==> src/rtl/fpga_pkg.sv <==
// Shared definitions for the FPGA reset sequencer.
//   seq_state_e : sequencer FSM encoding, also exported on the debug state port
//   EVENT_W     : width of the saturating reset-event counter
//   cnt_width() : counter width helper, $clog2(n) with a 1-bit floor
package fpga_pkg;

  localparam int EVENT_W = 8;

  typedef enum logic [2:0] {
    WAIT_LOCK  = 3'd0,
    HOLD       = 3'd1,
    REL_PERIPH = 3'd2,
    RUN        = 3'd3
  } seq_state_e;

  // A counter of this width holds 0 .. n-1, which is all the terminal
  // compares below ever need.
  function automatic int cnt_width(input int n);
    return (n > 1) ? $clog2(n) : 1;
  endfunction

endpackage

==> src/rtl/fpga_reset_seq_if.sv <==
// Board-side / SoC-side signal bundle of the reset sequencer.
//   pll_locked   : PLL lock, asynchronous to clk
//   btn_rst_n    : board reset button, active low, asynchronous and bouncy
//   rst_n_periph : active-low reset for bus fabric and peripherals
//   rst_n_core   : active-low reset for processor and debug
//   state        : current sequencer state (seq_state_e encoding)
//   event_count  : saturating count of reset events since rst_n
// There is no handshake: the inputs are level signals sampled every cycle
// through synchronisers, the outputs are registered levels.
// master = the sequencer, slave = the board/SoC side.
interface fpga_reset_seq_if;
  import fpga_pkg::*;

  logic               pll_locked;
  logic               btn_rst_n;
  logic               rst_n_periph;
  logic               rst_n_core;
  logic [2:0]         state;
  logic [EVENT_W-1:0] event_count;

  modport master (
    input  pll_locked,
    input  btn_rst_n,
    output rst_n_periph,
    output rst_n_core,
    output state,
    output event_count
  );

  modport slave (
    output pll_locked,
    output btn_rst_n,
    input  rst_n_periph,
    input  rst_n_core,
    input  state,
    input  event_count
  );

endinterface

==> src/rtl/fpga_sync_bit.sv <==
// N-flop synchroniser for one asynchronous level input.
//   clk, rst_n : clock, asynchronous active-low reset (flops clear to 0)
//   d_i        : asynchronous input
//   q_o        : synchronised output, N clk edges of latency
// N must be at least 2.
module fpga_sync_bit #(
  parameter int N = 2
) (
  input  logic clk,
  input  logic rst_n,
  input  logic d_i,
  output logic q_o
);

  logic [N-1:0] sync_q;

  always_ff @(posedge clk or negedge rst_n) begin
    if (!rst_n) begin
      sync_q <= '0;
    end else begin
      sync_q <= {sync_q[N-2:0], d_i};
    end
  end

  assign q_o = sync_q[N-1];

endmodule

==> src/rtl/fpga_reset_seq.sv <==
// Reset sequencer between the PLL/board inputs and the SoC.
//   clk, rst_n : system clock, asynchronous active-low power-on reset
//   bus        : fpga_reset_seq_if.master (lock/button in, resets/debug out)
// Lock is qualified by LOCK_STABLE_CYCLES consecutive good samples, then
// both resets are held HOLD_CYCLES more, rst_n_periph is released, and
// rst_n_core follows CORE_DELAY cycles later. Lock loss or a debounced
// button press outside WAIT_LOCK drops both resets on the next edge and
// counts one reset event.
module fpga_reset_seq
  import fpga_pkg::*;
#(
  parameter int SYNC_STAGES        = 2,
  parameter int LOCK_STABLE_CYCLES = 1024,
  parameter int HOLD_CYCLES        = 16,
  parameter int CORE_DELAY         = 8,
  parameter int DEBOUNCE_CYCLES    = 65536
) (
  input  logic             clk,
  input  logic             rst_n,
  fpga_reset_seq_if.master bus
);

  localparam int LW  = cnt_width(LOCK_STABLE_CYCLES);
  localparam int HW  = cnt_width(HOLD_CYCLES);
  localparam int CW  = cnt_width(CORE_DELAY);
  localparam int SW  = (HW > CW) ? HW : CW;
  localparam int DW  = cnt_width(DEBOUNCE_CYCLES);

  localparam logic [LW-1:0]      LOCK_LAST = LW'(LOCK_STABLE_CYCLES - 1);
  localparam logic [SW-1:0]      HOLD_LAST = SW'(HOLD_CYCLES - 1);
  localparam logic [SW-1:0]      CORE_LAST = SW'(CORE_DELAY - 1);
  localparam logic [DW-1:0]      BTN_LAST  = DW'(DEBOUNCE_CYCLES - 1);
  localparam logic [EVENT_W-1:0] EVT_MAX   = '1;

  logic lock_s;
  logic btn_s;

  fpga_sync_bit #(.N(SYNC_STAGES)) u_sync_lock (
    .clk   (clk),
    .rst_n (rst_n),
    .d_i   (bus.pll_locked),
    .q_o   (lock_s)
  );

  fpga_sync_bit #(.N(SYNC_STAGES)) u_sync_btn (
    .clk   (clk),
    .rst_n (rst_n),
    .d_i   (bus.btn_rst_n),
    .q_o   (btn_s)
  );

  seq_state_e         state_q,    state_d;
  logic [LW-1:0]      lock_cnt_q, lock_cnt_d;
  logic [SW-1:0]      seq_cnt_q,  seq_cnt_d;
  logic [DW-1:0]      btn_cnt_q,  btn_cnt_d;
  logic               periph_q,   periph_d;
  logic               core_q,     core_d;
  logic [EVENT_W-1:0] event_q,    event_d;

  logic btn_press;
  logic abort;

  always_ff @(posedge clk or negedge rst_n) begin
    if (!rst_n) begin
      state_q    <= WAIT_LOCK;
      lock_cnt_q <= '0;
      seq_cnt_q  <= '0;
      btn_cnt_q  <= '0;
      periph_q   <= 1'b0;
      core_q     <= 1'b0;
      event_q    <= '0;
    end else begin
      state_q    <= state_d;
      lock_cnt_q <= lock_cnt_d;
      seq_cnt_q  <= seq_cnt_d;
      btn_cnt_q  <= btn_cnt_d;
      periph_q   <= periph_d;
      core_q     <= core_d;
      event_q    <= event_d;
    end
  end

  always_comb begin
    state_d    = state_q;
    lock_cnt_d = lock_cnt_q;
    seq_cnt_d  = seq_cnt_q;
    btn_cnt_d  = btn_cnt_q;
    periph_d   = periph_q;
    core_d     = core_q;
    event_d    = event_q;

    // Debounce: the counter parks at BTN_LAST while the button stays low,
    // so a long hold is a single press.
    if (btn_s) begin
      btn_cnt_d = '0;
    end else if (btn_cnt_q != BTN_LAST) begin
      btn_cnt_d = btn_cnt_q + DW'(1);
    end
    btn_press = !btn_s && (btn_cnt_q == BTN_LAST);

    // Lock loss is unfiltered once the sequence has started; a press and a
    // lock loss on the same edge are one event.
    abort = (state_q != WAIT_LOCK) && (!lock_s || btn_press);

    case (state_q)
      WAIT_LOCK: begin
        periph_d = 1'b0;
        core_d   = 1'b0;
        if (lock_s && btn_s) begin
          if (lock_cnt_q == LOCK_LAST) begin
            state_d    = HOLD;
            lock_cnt_d = '0;
            seq_cnt_d  = '0;
          end else begin
            lock_cnt_d = lock_cnt_q + LW'(1);
          end
        end else begin
          lock_cnt_d = '0;
        end
      end
      HOLD: begin
        if (seq_cnt_q == HOLD_LAST) begin
          state_d   = REL_PERIPH;
          seq_cnt_d = '0;
          periph_d  = 1'b1;
        end else begin
          seq_cnt_d = seq_cnt_q + SW'(1);
        end
      end
      REL_PERIPH: begin
        if (seq_cnt_q == CORE_LAST) begin
          state_d   = RUN;
          seq_cnt_d = '0;
          core_d    = 1'b1;
        end else begin
          seq_cnt_d = seq_cnt_q + SW'(1);
        end
      end
      RUN: begin
      end
      default: begin
        state_d    = WAIT_LOCK;
        lock_cnt_d = '0;
        seq_cnt_d  = '0;
        periph_d   = 1'b0;
        core_d     = 1'b0;
      end
    endcase

    if (abort) begin
      state_d    = WAIT_LOCK;
      lock_cnt_d = '0;
      seq_cnt_d  = '0;
      periph_d   = 1'b0;
      core_d     = 1'b0;
      if (event_q != EVT_MAX) begin
        event_d = event_q + EVENT_W'(1);
      end
    end
  end

  assign bus.rst_n_periph = periph_q;
  assign bus.rst_n_core   = core_q;
  assign bus.state        = state_q;
  assign bus.event_count  = event_q;

endmodule
==> src/flat_wrapper.sv <==
// flat-port wrapper written by rule: the top's interface ports become plain ports
module fpga_reset_seq_flat import fpga_pkg::*;
#(
  parameter int SYNC_STAGES        = 2,
  parameter int LOCK_STABLE_CYCLES = 1024,
  parameter int HOLD_CYCLES        = 16,
  parameter int CORE_DELAY         = 8,
  parameter int DEBOUNCE_CYCLES    = 65536
)
  (clk, rst_n, bus_pll_locked, bus_btn_rst_n, bus_rst_n_periph, bus_rst_n_core, bus_state, bus_event_count);
  fpga_reset_seq_if bus_i ();
  input  logic clk;
  input  logic rst_n;
  input wire logic [$bits(bus_i.pll_locked)-1:0] bus_pll_locked;
  input wire logic [$bits(bus_i.btn_rst_n)-1:0] bus_btn_rst_n;
  output wire logic [$bits(bus_i.rst_n_periph)-1:0] bus_rst_n_periph;
  output wire logic [$bits(bus_i.rst_n_core)-1:0] bus_rst_n_core;
  output wire logic [$bits(bus_i.state)-1:0] bus_state;
  output wire logic [$bits(bus_i.event_count)-1:0] bus_event_count;
  assign bus_i.pll_locked = bus_pll_locked;
  assign bus_i.btn_rst_n = bus_btn_rst_n;
  assign bus_rst_n_periph = bus_i.rst_n_periph;
  assign bus_rst_n_core = bus_i.rst_n_core;
  assign bus_state = bus_i.state;
  assign bus_event_count = bus_i.event_count;
  fpga_reset_seq #(.SYNC_STAGES(SYNC_STAGES), .LOCK_STABLE_CYCLES(LOCK_STABLE_CYCLES), .HOLD_CYCLES(HOLD_CYCLES), .CORE_DELAY(CORE_DELAY), .DEBOUNCE_CYCLES(DEBOUNCE_CYCLES)) u_core (.clk(clk), .rst_n(rst_n), .bus(bus_i));
endmodule
==> config.mk <==
export PLATFORM = sky130hd
export DESIGN_NAME = fpga_reset_seq_flat
export DESIGN_NICKNAME = d
export VERILOG_FILES = /design/src/rtl/fpga_pkg.sv /design/src/rtl/fpga_reset_seq_if.sv /design/src/rtl/fpga_sync_bit.sv /design/src/rtl/fpga_reset_seq.sv /design/src/flat_wrapper.sv
export SDC_FILE = /design/constraint.sdc
export NUM_CORES = 1
export LEC_CHECK = 0
export BUFFER_PORTS_ARGS = -buffer_cell sky130_fd_sc_hd__buf_2
export CAP_MARGIN = 20
export CORE_ASPECT_RATIO = 0.6
export CORE_UTILIZATION = 50
export CTS_CLUSTER_SIZE = 12
export DETAILED_ROUTE_END_ITERATION = 8
export PLACE_DENSITY = 0.67
export SLEW_MARGIN = 20
export SYNTH_ARGS = -nofsm -noshare
export SYNTH_HDL_FRONTEND = slang
export SYNTH_HIERARCHICAL = 1
export SYNTH_SLANG_ARGS = --single-unit
==> constraint.sdc <==
create_clock -name clk -period 2.25 [get_ports clk]
set_input_delay 0.3375 -clock clk [delete_from_list [all_inputs] [get_ports clk]]
set_output_delay 0.3375 -clock clk [all_outputs]
set_load 0.03 [all_outputs]
After elaboration in Yosys (flattened, before gate mapping)
Index checks and enable logic that the tools add are counted.
{ "totals": {"register_bits": 47, "latchBits": 0, "mem_bits_rw": 0, "rom_bits": 0, "in_bits": 4, "out_inout_bits": 13, "n_memories": 0} }
{ "classes": {"addsub": 4, "multipliers": 0, "n_div": 0, "magnitude_cmp": 0, "n_eq_ne": 17, "n_shift": 0, "muxes": 24, "bitwise_logic": 0, "n_reduce_logical": 17} }
{ "op_table": {"columns": ["op", "n"], "rows": [
  ["2-to-1 mux 16 bit", 2],
  ["2-to-1 mux 10 bit", 3],
  ["2-to-1 mux 4 bit", 5],
  ["case mux 10 bit (2 select lines)", 1],
  ["adder 16 x 1 -> 16 bit, second input constant", 1],
  ["== test 16 bit, second input constant", 1],
  ["inequality test 16 bit, second input constant", 1],
  ["case mux 4 bit (4 select lines)", 1],
  ["2-to-1 mux 3 bit", 5],
  ["inequality test 3 x 1 -> 1 bit, second input constant", 4],
  ["case mux 3 bit (4 select lines)", 1],
  ["adder 10 x 1 -> 10 bit, second input constant", 1],
  ["== test 10 bit, second input constant", 1],
  ["adder 8 x 1 -> 8 bit, second input constant", 1],
  ["inequality test 2 x 1 -> 1 bit, second input constant", 4],
  ["inequality test 8 bit, second input constant", 1],
  ["== test 3 x 2 -> 1 bit, second input constant", 2],
  ["AND reduction 2 bit", 3],
  ["AND reduction 5 bit", 1],
  ["adder 4 x 1 -> 4 bit, second input constant", 1],
  ["== test 4 x 3 -> 1 bit, second input constant", 1],
  ["== test 4 bit, second input constant", 1],
  ["2-to-1 mux 1 bit", 4],
  ["case mux 1 bit (2 select lines)", 2],
  ["10 further kinds", 14]
]} }

Longest topological paths before layout
Gate-level depths: netlist of the first run.
{ "logic_depth": {"word_depth": 6, "mapped_depth": 9, "mapped_depth_nobuf": 7} }

By module
The synthesis of the first run kept the hierarchy.
{ "by_module_without_submodules": {"columns": ["mod", "n_inst", "cells_each", "area_each_um2", "seq_area_each_um2"], "rows": [
  ["fpga_reset_seq", 1, 245, 2344.7, 1051.0],
  ["fpga_sync_bit", 2, 2, 50.0, 50.0]
]} }

Worst setup path before layout of the first run
OpenSTA, ideal clock, no wires.
{ "synth_timing": {"path_type": "register -> register", "startpoint": "register u_core.state_q[0] (netlist: u_core/bus.state[0])", "endpoint": "register u_core.seq_cnt_q[3]", "setup_ps": 65, "t_arrival_ps": 1850, "required_ps": 2185, "slack_ps": 336, "stages_incl_launch_ff": 8, "path_buffers": 1, "cell_sequence": "dfrtp_1 inv_1 ha_1 buf_6 o31a_1 or4_1 a211oi_1 a21o_1"} }
{ "synth_between": {"elab_chain_len": 4} }
{ "synth_rtl": {"columns": ["item", "line", "text"], "rows": [
  ["start: declaration", "fpga_reset_seq.sv:52", "seq_state_e state_q, state_d;"],
  ["start signal: assignment", "fpga_reset_seq.sv:73", "state_q <= state_d;"],
  ["nonzero test 3 bit", "fpga_reset_seq.sv:103", "abort = (state_q != WAIT_LOCK) && (!lock_s || btn_press);"],
  ["logical AND 1 bit", "fpga_reset_seq.sv:103", null],
  ["inequality test 3 x 1 -> 1 bit (no source line) / inequality test 2 x 1 -> 1 bit (equally long branches)", null, null],
  ["AND reduction 3 bit (no source line)", null, null],
  ["end signal: assignment", "fpga_reset_seq.sv:75", "seq_cnt_q <= seq_cnt_d;"],
  ["end: declaration", "fpga_reset_seq.sv:54", "logic [SW-1:0] seq_cnt_q, seq_cnt_d;"]
]} }
Several ways; a longest one is shown, not always the timed one.
A chain may end at the register's enable or synchronous reset.

Final worst setup path of the first run
{ "layout_timing": {"startpoint": "register u_core.lock_cnt_q[1]", "endpoint": "register u_core.seq_cnt_q[2]"} }
{ "layout_between": {"elab_chain_len": 3} }
{ "layout_rtl": {"columns": ["item", "line", "text"], "rows": [
  ["start: declaration", "fpga_reset_seq.sv:53", "logic [LW-1:0] lock_cnt_q, lock_cnt_d;"],
  ["start signal: assignment", "fpga_reset_seq.sv:74", "lock_cnt_q <= lock_cnt_d;"],
  ["== test 10 bit", "fpga_reset_seq.sv:110", "if (lock_cnt_q == LOCK_LAST) begin"],
  ["inequality test 3 x 1 -> 1 bit (no source line)", null, null],
  ["AND reduction 3 bit (no source line)", null, null]
]} }
Every way passes these cells.

==> impl_metrics.csv, run 1 <==
group,metric,value,unit
detailed_routing,drt_wl_total,4.93,mm
floorplanning,row_count,19,
sta,setup-tns-final,0,ns
clock_tree,root_buffer,"clkbuf_8",
sta,fin_skew,0.0104,ns
sta,finalCriticalPeriod,2.13,ns
detailed_routing,vias,1885,
detailed_routing,wire_per_inst,14.5,um
power,comb_power_share,4.0,%
power,intPower,1.10,mW
worst_setup_path,arrival,2.36,ns
synth,synth_area,2440,um2
clock_tree,cts_tree,"built",
synth,ys_ff_latch,46,
floorplanning,ioPinCount,17,
placed_design,globalplace.congestion,0.784,
global_routing,grt_antenna_before_repair,0,
sta,tightest_slew,0.696,ns
detailed_routing,drt.antenna.violating_nets,0,
detailed_routing,drt_iter0_markers,125,
detailed_routing,drc_errors,0,
synth,synth_edf_count,0,
power,powerDensity,515,nW/um2
power,clkPwrFrac,36.0,%
synth,synth_nets,261,
final_layout,area_delta_synth_final,12.0,%
power,p_leak,1.24,nW
worst_setup_path,reg2reg_from,"u_core/lock_cnt_q[1]",
synth,syn_area_per_cell,9.82,um2
worst_setup_path,reg2reg_slack,0.12,ns
synth,synthFlopType,"dfrtp_1",
sta,finalCritPeriodShare,94.8,%
synth,yosysWarnings,6,
clock_tree,holdBufCountCts,0,
detailed_routing,drt-pass1-iter-count,4,
synth,ys_seq_area_share,47.1,%
sta,max_freq,0.469,GHz
synth,yosysTopAreaCell,"dfrtp_1",
global_routing,grt_overflow_total,0,
worst_setup_path,path_class,"register to register",
worst_setup_path,endpoint_kind,"register",
power,switchingPower,0.307,mW
sta,relSlewSlack,53.6,%
job,maxCapViolations,0,
final_layout,ff_latch_area,1150,um2
final_layout,drive_above_1_share,15.5,%
synth,synth_cell_types,51,
floorplanning,die_y,56.2,um
global_routing,grt_pass1_wl,8.53,mm
floorplanning,die_x,92.3,um
worst_setup_path,rr_endpoint,"u_core/seq_cnt_q[2]",
final_layout,fillerInstances,391,
placed_design,hpwlAfterDp,3.62,mm
floorplanning,initial_utilization,52.7,%
synth,netlist.area_leader.share,47.1,%
clock_tree,clockBufferDepth,2,
synth,async_reset_ff_share,100,%
clock_tree,htreeDepth,2,
floorplanning,die_area,5180,um2
detailed_routing,via_per_inst,5.54,
global_routing,grt_max_degree,32,
synth,syn-instance-count,249,
final_layout,stdcell_area,2740,um2
sta,finalHoldViolCount,0,
final_layout,multi_input_comb_area,1210,um2
power,ir_drop,0.000259,V
clock_tree,clk_latency,0.29,ns
worst_setup_path,crit_path_max_fanout,4,
sta,setup-violations-final,0,
sta,rsz0062_at_grt,"false",
floorplanning,coreArea,4640,um2
hold_path,min_path_type,"input port to asynchronous set/reset pin",
power,swShare,21.8,%
final_layout,nets,288,
worst_setup_path,required,2.48,ns
worst_setup_path,r2r_cells,7,
clock_tree,cts_made_buffers,5,
sta,maxSlewViolCount,0,
clock_tree,cts.sink_count,46,
placed_design,numPortBuffers,15,
power,power_frac_seq,60.0,%
global_routing,grt_usage,21.1,%
global_routing,grt_pass1_vias,1735,
synth,netlist_top_cells_area,"dfrtp_1 47%, xnor2_1 4.3%, ha_1 4.1%",
worst_setup_path,start_kind,"register",
outcome,status,"complete, no violations",
final_layout,antenna_cells,0,
placed_design,place_area,2640,um2
clock_tree,clk_pin_slew_worst_paths,0.09,ns
worst max path at each step:
stage,cells past startpoint,from,slack [ns],endpoint
floorplan,7,u_core/bus.state[0],0.34,u_core/seq_cnt_q[3]
detailed placement,7,u_core/lock_cnt_q[1],0.04,u_core/lock_cnt_q[4]
global placement,7,u_core/lock_cnt_q[1],0.11,u_core/lock_cnt_q[4]
CTS,7,u_core/lock_cnt_q[1],0.01,u_core/lock_cnt_q[4]
global route,7,u_core/lock_cnt_q[1],0.006,u_core/seq_cnt_q[2]
finish,7,u_core/lock_cnt_q[1],0.12,u_core/seq_cnt_q[2]
power by group through the flow:
| stage | sequential, mW | combinational, mW | clock (mW) |
|---|---|---|---|
| after floorplan | 0.858 | 0.0282 | 0 |
| after detailed placement | 0.863 | 0.0576 | 0 |
| after global placement | 0.862 | 0.0562 | 0 |
| final | 0.846 | 0.0558 | 0.508 |
| after global routing | 0.848 | 0.0651 | 0.562 |
| after CTS | 0.846 | 0.0574 | 0.528 |
Yosys cell counts, types with 2 or more instances:
| master | instances |
|---|---|
| a21o_1 | 3 |
| nand2_1 | 21 |
| clkbuf_1 | 2 |
| o22ai_1 | 3 |
| a211oi_1 | 5 |
| nand4_1 | 7 |
| o41ai_1 | 2 |
| inv_1 | 13 |
| nor3_1 | 13 |
| xnor2_1 | 12 |
| o21ai_0 | 10 |
| and2_1 | 3 |
| xor2_1 | 8 |
| nand2b_1 | 3 |
| and3_1 | 5 |
| nand3_1 | 12 |
| o31ai_1 | 4 |
| nor2_1 | 25 |
| a31o_2 | 2 |
| ha_1 | 8 |
| a21oi_1 | 7 |
| dfrtp_1 | 46 |
| and4b_1 | 2 |
| nor4_1 | 2 |
| buf_4 | 2 |
| and4_1 | 4 |
critical path, cell delays in order (launching register included):
cell      delay, ns
dfrtp_1        0.39
ha_1           0.23
nand3_2        0.11
buf_4          0.16
o31a_1         0.32
or4b_1         0.50
a211oi_1       0.24
a21o_1         0.11
cells by family (layout without fill, tap and decap cells):
family                   count (synthesis)  count (layout)  share of synthesized area [%]
adder cells (fa/ha/maj)                  8               8                           4.09
AND/OR/NAND/NOR                        106             106                           22.8
flip-flops                              46              46                           47.1
other                                    1               1                          0.153
multiplexers                             2               2                          0.870
buffers and inverters                   19              47                           3.58
AO/OA/AOI/OAI                           47              47                           14.3
XOR/XNOR                                20              20                           7.16
through the flow:
step / instances / total power, mW / hold slack [ns] / worst slack, ns / util, %
global placement: 332 / 0.918 / 0.348 / 0.110 / 57.0
global route: 340 / 1.47 / 0.143 / 0.00601 / 59.1
detailed placement: 332 / 0.920 / 0.348 / 0.0388 / 57.0
CTS: 340 / 1.43 / 0.108 / 0.0122 / 59.0
finish: 340 / 1.41 / 0.0788 / 0.118 / 59.1
floorplan: 249 / 0.887 / 0.0419 / 0.336 / -
state kept, by name, indices dropped and copies added, names as in the netlist:
signal                     cells
u_core/btn_cnt_q              16
u_core/bus.rst_n_core          1
u_core/seq_cnt_q               4
u_core/u_sync_btn/sync_q       2
u_core/bus.event_count         8
u_core/bus.state               2
u_core/bus.rst_n_periph        1
u_core/u_sync_lock/sync_q      2
u_core/lock_cnt_q             10
timing repair:
action / 4_1_cts / 5_1_grt
gates resized for setup: 0 / 1
buffers inserted: 0 / 0
setup endpoints to repair: 0 / 5
routing by layer:
metal | share of wire (%) | track usage (%) | vias to the layer above
met5 | 0 | 0 | -
met2 | 37 | 26.9 | 43
met4 | 0.49 | 3.79 | 0
li1 | - | - | 942
met1 | 59 | 35.8 | 896
met3 | 3.8 | 4.64 | 4
final cells by class:
type / count / area share, %
Clock buffer: 7 / 3.15
Inverter: 13 / 1.78
Tap cell: 63 / 2.88
Sequential cell: 46 / 42.0
Multi-Input combinational cell: 184 / 44.2
Timing Repair Buffer: 26 / 5.76
Clock inverter: 1 / 0.183
placed cells by master (no fill, tap or decap), types with 2 or more instances in the layout:
master | Yosys | final
a211oi_1 | 5 | 5
a21o_1 | 3 | 3
a21oi_1 | 7 | 7
a31o_2 | 2 | 2
and2_1 | 3 | 3
and3_1 | 5 | 5
and4_1 | 4 | 4
and4b_1 | 2 | 2
buf_2 | 1 | 15
buf_4 | 2 | 11
clkbuf_8 | 0 | 6
dfrtp_1 | 46 | 46
ha_1 | 8 | 8
inv_1 | 13 | 13
nand2_1 | 21 | 21
nand2b_1 | 3 | 3
nand3_1 | 12 | 12
nand4_1 | 7 | 7
nor2_1 | 25 | 25
nor3_1 | 13 | 13
nor4_1 | 2 | 2
o21ai_0 | 10 | 10
o22ai_1 | 3 | 3
o31ai_1 | 4 | 3
o41ai_1 | 2 | 2
xnor2_1 | 12 | 12
xor2_1 | 8 | 8
(Power assumes the default switching activity.)
==> run 2, diff against run 1 <==
--- a/config.mk
+++ b/config.mk
@@ -7,7 +7,6 @@
 export LEC_CHECK = 0
 export BUFFER_PORTS_ARGS = -buffer_cell sky130_fd_sc_hd__buf_2
 export CAP_MARGIN = 20
-export CORE_ASPECT_RATIO = 0.6
 export CORE_UTILIZATION = 50
 export CTS_CLUSTER_SIZE = 12
 export DETAILED_ROUTE_END_ITERATION = 8
==> run 2 against run 1 <==
Compared with the run above:
- non-clock buffer count shrank 5
- combinational power is 8.6% lower
- die area fell by 0.18%
- clock power grew 22%
- core utilization down 1.2 points
- wire length is 10% lower
- first-iteration DRC count shrank 11%
- via count down 1.9%
==> impl_metrics.csv, run 2 (synthesis gave the netlist of run 1 again) <==
group,metric,value,unit
worst_setup_path,crit_path_max_fanout,6,
global_routing,grt_max_degree,32,
detailed_routing,drt-pass1-iter-count,4,
hold_path,min_path_type,"input port to register",
detailed_routing,drt_wl_total,4.44,mm
final_layout,area_delta_synth_final,11.8,%
clock_tree,htreeDepth,2,
clock_tree,root_buffer,"clkbuf_8",
floorplanning,coreArea,4720,um2
worst_setup_path,reg2reg_slack,0.20,ns
global_routing,grt_pass1_vias,1625,
worst_setup_path,arrival,2.24,ns
outcome,status,"complete, no violations",
power,powerDensity,555,nW/um2
sta,finalHoldViolCount,0,
sta,setup-violations-final,0,
sta,maxSlewViolCount,0,
placed_design,hpwlAfterDp,3.25,mm
power,ir_drop,0.000444,V
final_layout,drive_above_1_share,13.6,%
worst_setup_path,r2r_cells,6,
sta,fin_skew,0.00923,ns
final_layout,fin_util,57.9,%
global_routing,grt_overflow_total,0,
clock_tree,clk_latency,0.30,ns
placed_design,globalplace.congestion,0.792,
detailed_routing,wire_per_inst,13.1,um
sta,max_freq,0.488,GHz
final_layout,mostFrequentLayoutCells,"46 x dfrtp_1, 25 x nor2_1, 21 x nand2_1",
placed_design,numPortBuffers,15,
final_layout,final_common_cell,"dfrtp_1",
clock_tree,cts_tree,"built",
global_routing,grt_usage,19.0,%
clock_tree,clockBufferDepth,2,
detailed_routing,drt_iter0_markers,111,
hold_path,holdCritStartpoint,"bus_btn_rst_n",
clock_tree,clk_pin_slew_worst_paths,0.09,ns
job,maxCapViolations,0,
worst_setup_path,endpoint_kind,"register",
hold_path,worstHoldEndpoint,"u_core/u_sync_btn/sync_q[0]",
detailed_routing,vias,1849,
floorplanning,initial_utilization,51.8,%
floorplanning,die_x,71.9,um
worst_setup_path,reg2reg_from,"u_core/btn_cnt_q[0]",
sta,finalCriticalPeriod,2.05,ns
floorplanning,ioPinCount,17,
final_layout,nets,283,
global_routing,grt_pass1_wl,7.63,mm
sta,hold_ws,0.142,ns
sta,setup-tns-final,0,ns
floorplanning,row_count,25,
worst_setup_path,start_kind,"register",
floorplanning,die_y,71.9,um
final_layout,largest_reg_flops,16,
detailed_routing,via_per_inst,5.45,
hold_path,hold_depth,1,
final_layout,antenna_cells,0,
final_layout,regMostFlops,"u_core/btn_cnt_q",
sta,rsz0062_at_grt,"false",
global_routing,grt_antenna_before_repair,0,
clock_tree,cts_made_buffers,5,
worst_setup_path,path_class,"register to register",
clock_tree,cts.sink_count,46,
detailed_routing,drc_errors,0,
floorplanning,die_area,5170,um2
detailed_routing,drt.antenna.violating_nets,0,
sta,finalCritPeriodShare,91.0,%
worst_setup_path,rr_endpoint,"u_core/seq_cnt_q[0]",
worst_setup_path,required,2.44,ns
power,p_leak,1.21,nW
[run 2: layer usage]
| metal | share of wire [%] | global-route usage, % |
|---|---|---|
| met5 | 0 | 0 |
| met2 | 44 | 27.1 |
| met3 | 2.5 | 4.58 |
| met1 | 53 | 28.8 |
| met4 | 0.95 | 5.23 |
[run 2: metrics by stage]
stage / cells / power (mW) / worst slack [ns] / area [um2]
6_report: 339 / 1.52 / 0.202 / 2730
5_1_grt: 339 / 1.58 / 0.0417 / 2730
4_1_cts: 339 / 1.53 / 0.162 / 2730
3_5_place_dp: 330 / 0.913 / 0.176 / 2600
3_3_place_gp: 330 / 0.912 / 0.242 / 2600
2_1_floorplan: 249 / 0.887 / 0.336 / 2440
[run 2: timing repair]
| item | CTS | global route |
|---|---|---|
| gates resized for setup | 0 | 1 |
| endpoints found under the setup margin | 0 | 1 |
| endpoints found under the hold margin | 15 | 0 |
| setup buffers | 0 | 0 |
| hold buffers | 1 | 0 |
[run 2: area by class of cell]
class | count | area (um2)
multi-input combinational | 184 | 1210
timing repair buffer | 21 | 123
clock buffer | 5 | 68.8
tap | 67 | 83.8
sequential | 46 | 1150
clock inverter | 3 | 45.0
inverter | 13 | 48.8
fill | 422 | 1990
[run 2: how the worst max path moves through the flow]
stage | startpoint | to | slack (ns) | depth (start not counted)
2_1_floorplan | u_core/bus.state[0] | u_core/seq_cnt_q[3] | 0.34 | 7
3_3_place_gp | u_core/btn_cnt_q[0] | u_core/bus.event_count[2] | 0.24 | 6
3_5_place_dp | u_core/btn_cnt_q[0] | u_core/bus.event_count[2] | 0.18 | 6
4_1_cts | u_core/btn_cnt_q[0] | u_core/bus.event_count[2] | 0.16 | 6
5_1_grt | u_core/btn_cnt_q[0] | u_core/seq_cnt_q[0] | 0.04 | 6
6_report | u_core/btn_cnt_q[0] | u_core/seq_cnt_q[0] | 0.20 | 6
[run 2: report_power, final]
group          internal [mW]  total [mW]  switching [mW]
Combinational         0.0165      0.0510          0.0346
Sequential             0.835       0.846          0.0105
Clock                  0.330       0.620           0.289
[run 2: critical path: stages (launching register included)]
cell	delay, ns
dfrtp_1	0.42
ha_1	0.31
and4b_1	0.24
a41o_2	0.31
o22ai_1	0.41
nor4_1	0.10
a21o_1	0.17
==> run 3, diff against run 2 <==
--- a/config.mk
+++ b/config.mk
@@ -8,6 +8,7 @@
 export BUFFER_PORTS_ARGS = -buffer_cell sky130_fd_sc_hd__buf_2
 export CAP_MARGIN = 20
 export CORE_UTILIZATION = 50
+export CTS_BUF_LIST = sky130_fd_sc_hd__clkbuf_4
 export CTS_CLUSTER_SIZE = 12
 export DETAILED_ROUTE_END_ITERATION = 8
 export PLACE_DENSITY = 0.67
==> run 3 against run 2 <==
Compared with the run above:
- global-route usage fell by 0.27 points
- sequential share of layout area rose by 0.49 points
- maximum frequency rose by 0.44%
- critical path depth did not move
- via count fell by 0.70%
- hold slack got worse by 0.071 ns
- clock-buffer cell count did not move
- clock skew rose by 0.0062 ns
- critical path type unchanged
==> impl_metrics.csv, run 3 (synthesis gave the netlist of run 1 again) <==
group,metric,value,unit
placed_design,hpwlAfterDp,3.25,mm
worst_setup_path,path_class,"register to register",
worst_setup_path,arrival,2.31,ns
clock_tree,cts.sink_count,46,
final_layout,mostFrequentLayoutCells,"46 x dfrtp_1, 25 x nor2_1, 21 x nand2_1",
clock_tree,htreeDepth,2,
detailed_routing,drt_iter0_markers,102,
detailed_routing,drt-pass1-iter-count,4,
clock_tree,clockBufferDepth,2,
clock_tree,clk_pin_slew_worst_paths,0.13,ns
sta,finalCriticalPeriod,2.04,ns
floorplanning,die_area,5170,um2
placed_design,globalplace.congestion,0.792,
sta,hold_ws,0.0710,ns
clock_tree,cts_tree,"built",
clock_tree,root_buffer,"clkbuf_4",
clock_tree,cts_made_buffers,5,
global_routing,grt_overflow_total,0,
power,swShare,23.0,%
floorplanning,coreArea,4720,um2
power,power_frac_seq,60.1,%
floorplanning,ioPinCount,17,
power,p_leak,1.20,nW
power,p_total,1.41,mW
final_layout,nets,283,
floorplanning,die_x,71.9,um
sta,rsz0062_at_grt,"false",
power,switchingPower,0.324,mW
worst_setup_path,start_kind,"register",
power,powerDensity,522,nW/um2
sta,finalHoldViolCount,0,
final_layout,largest_reg_flops,16,
detailed_routing,vias,1836,
global_routing,grt_max_degree,32,
global_routing,grt_pass1_wl,7.61,mm
sta,setup-violations-final,0,
worst_setup_path,crit_path_max_fanout,6,
placed_design,dp_cells,330,
worst_setup_path,endpoint_kind,"register",
detailed_routing,via_per_inst,5.42,
clock_tree,cts_setup_buffers,0,
power,intPower,1.09,mW
sta,setup-tns-final,0,ns
global_routing,grt_pass1_vias,1620,
final_layout,area_delta_synth_final,10.5,%
final_layout,regMostFlops,"u_core/btn_cnt_q",
sta,fin_skew,0.0154,ns
sta,maxSlewViolCount,0,
job,maxCapViolations,0,
global_routing,grt_usage,18.7,%
final_layout,drive_above_1_share,13.6,%
detailed_routing,drt_wl_total,4.43,mm
global_routing,grt_antenna_before_repair,0,
final_layout,fin_util,57.2,%
detailed_routing,drt.antenna.violating_nets,0,
final_layout,fillerInstances,426,
floorplanning,initial_utilization,51.8,%
sta,max_freq,0.491,GHz
outcome,status,"complete, no violations",
clock_tree,clk_latency,0.37,ns
placed_design,numPortBuffers,15,
power,comb_power_share,3.6,%
floorplanning,row_count,25,
final_layout,antenna_cells,0,
floorplanning,die_y,71.9,um
final_layout,ff_latch_area,1150,um2
power,clkPwrFrac,36.3,%
hold_path,min_path_type,"input port to register",
final_layout,multi_input_comb_area,1210,um2
power,ir_drop,0.000417,V
final_layout,final_common_cell,"dfrtp_1",
sta,finalCritPeriodShare,90.6,%
detailed_routing,drc_errors,0,
detailed_routing,wire_per_inst,13.1,um
worst_setup_path,required,2.52,ns
final_layout,final_cells,339,
==> run 3: cell counts in the layout (fill, tap and decap cells not counted) <==
No cell type changed its count.
==> run 3: repair_timing <==
item	in CTS	in global routing
gates resized for setup	0	1
endpoints found under the hold margin	15	0
endpoints found under the setup margin	0	1
hold buffers	1	0
==> run 3: stage by stage <==
step | setup slack [ns] | cell area, um2
2_1_floorplan | 0.336 | 2440
3_3_place_gp | 0.242 | 2600
3_5_place_dp | 0.176 | 2600
4_1_cts | 0.155 | 2700
5_1_grt | 0.0304 | 2700
6_report | 0.212 | 2700
==> run 3: cell type report <==
| cell class | count | area share (%) |
|---|---|---|
| Inverter | 13 | 1.81 |
| Multi-Input combinational cell | 184 | 44.9 |
| Sequential cell | 46 | 42.6 |
| Clock inverter | 3 | 1.67 |
| Tap cell | 67 | 3.10 |
| Clock buffer | 5 | 1.39 |
| Timing Repair Buffer | 21 | 4.54 |
==> run 3: path summary, 6_finish.rpt <==
check	from	to	slack, ns	cells after the start
max in group asynchronous	rst_n	u_core/btn_cnt_q[15]	1.18	3
worst max-delay path	u_core/btn_cnt_q[0]	u_core/seq_cnt_q[0]	0.21	6
worst min register to register	u_core/u_sync_lock/sync_q[0]	u_core/u_sync_lock/sync_q[1]	0.37	0
min in group asynchronous	rst_n	u_core/btn_cnt_q[3]	0.37	2
worst min-delay path	bus_btn_rst_n	u_core/u_sync_btn/sync_q[0]	0.07	1
worst max register to register	u_core/btn_cnt_q[0]	u_core/seq_cnt_q[0]	0.21	6
==> run 3: routing by layer <==
metal	track usage, %	part of all wire, %	wire [um]
met3	3.75	2.6	116
met4	5.23	1.2	51
met5	0	0	0
met1	28.7	53	2370
met2	26.9	43	1900
==> run 3: worst max-delay path, cell delays in order (launching register included) <==
cell	delay [ns]
dfrtp_1	0.44
ha_1	0.31
and4b_1	0.24
a41o_2	0.31
o22ai_1	0.40
nor4_1	0.10
a21o_1	0.16
==> run 3: power by group through the flow <==
stage | logic [mW] | clock network [mW] | registers, mW
final | 0.0506 | 0.512 | 0.847
after global routing | 0.0591 | 0.554 | 0.848
after CTS | 0.0527 | 0.526 | 0.846
after detailed placement | 0.0513 | 0 | 0.862
after global placement | 0.0509 | 0 | 0.862
after floorplan | 0.0282 | 0 | 0.858
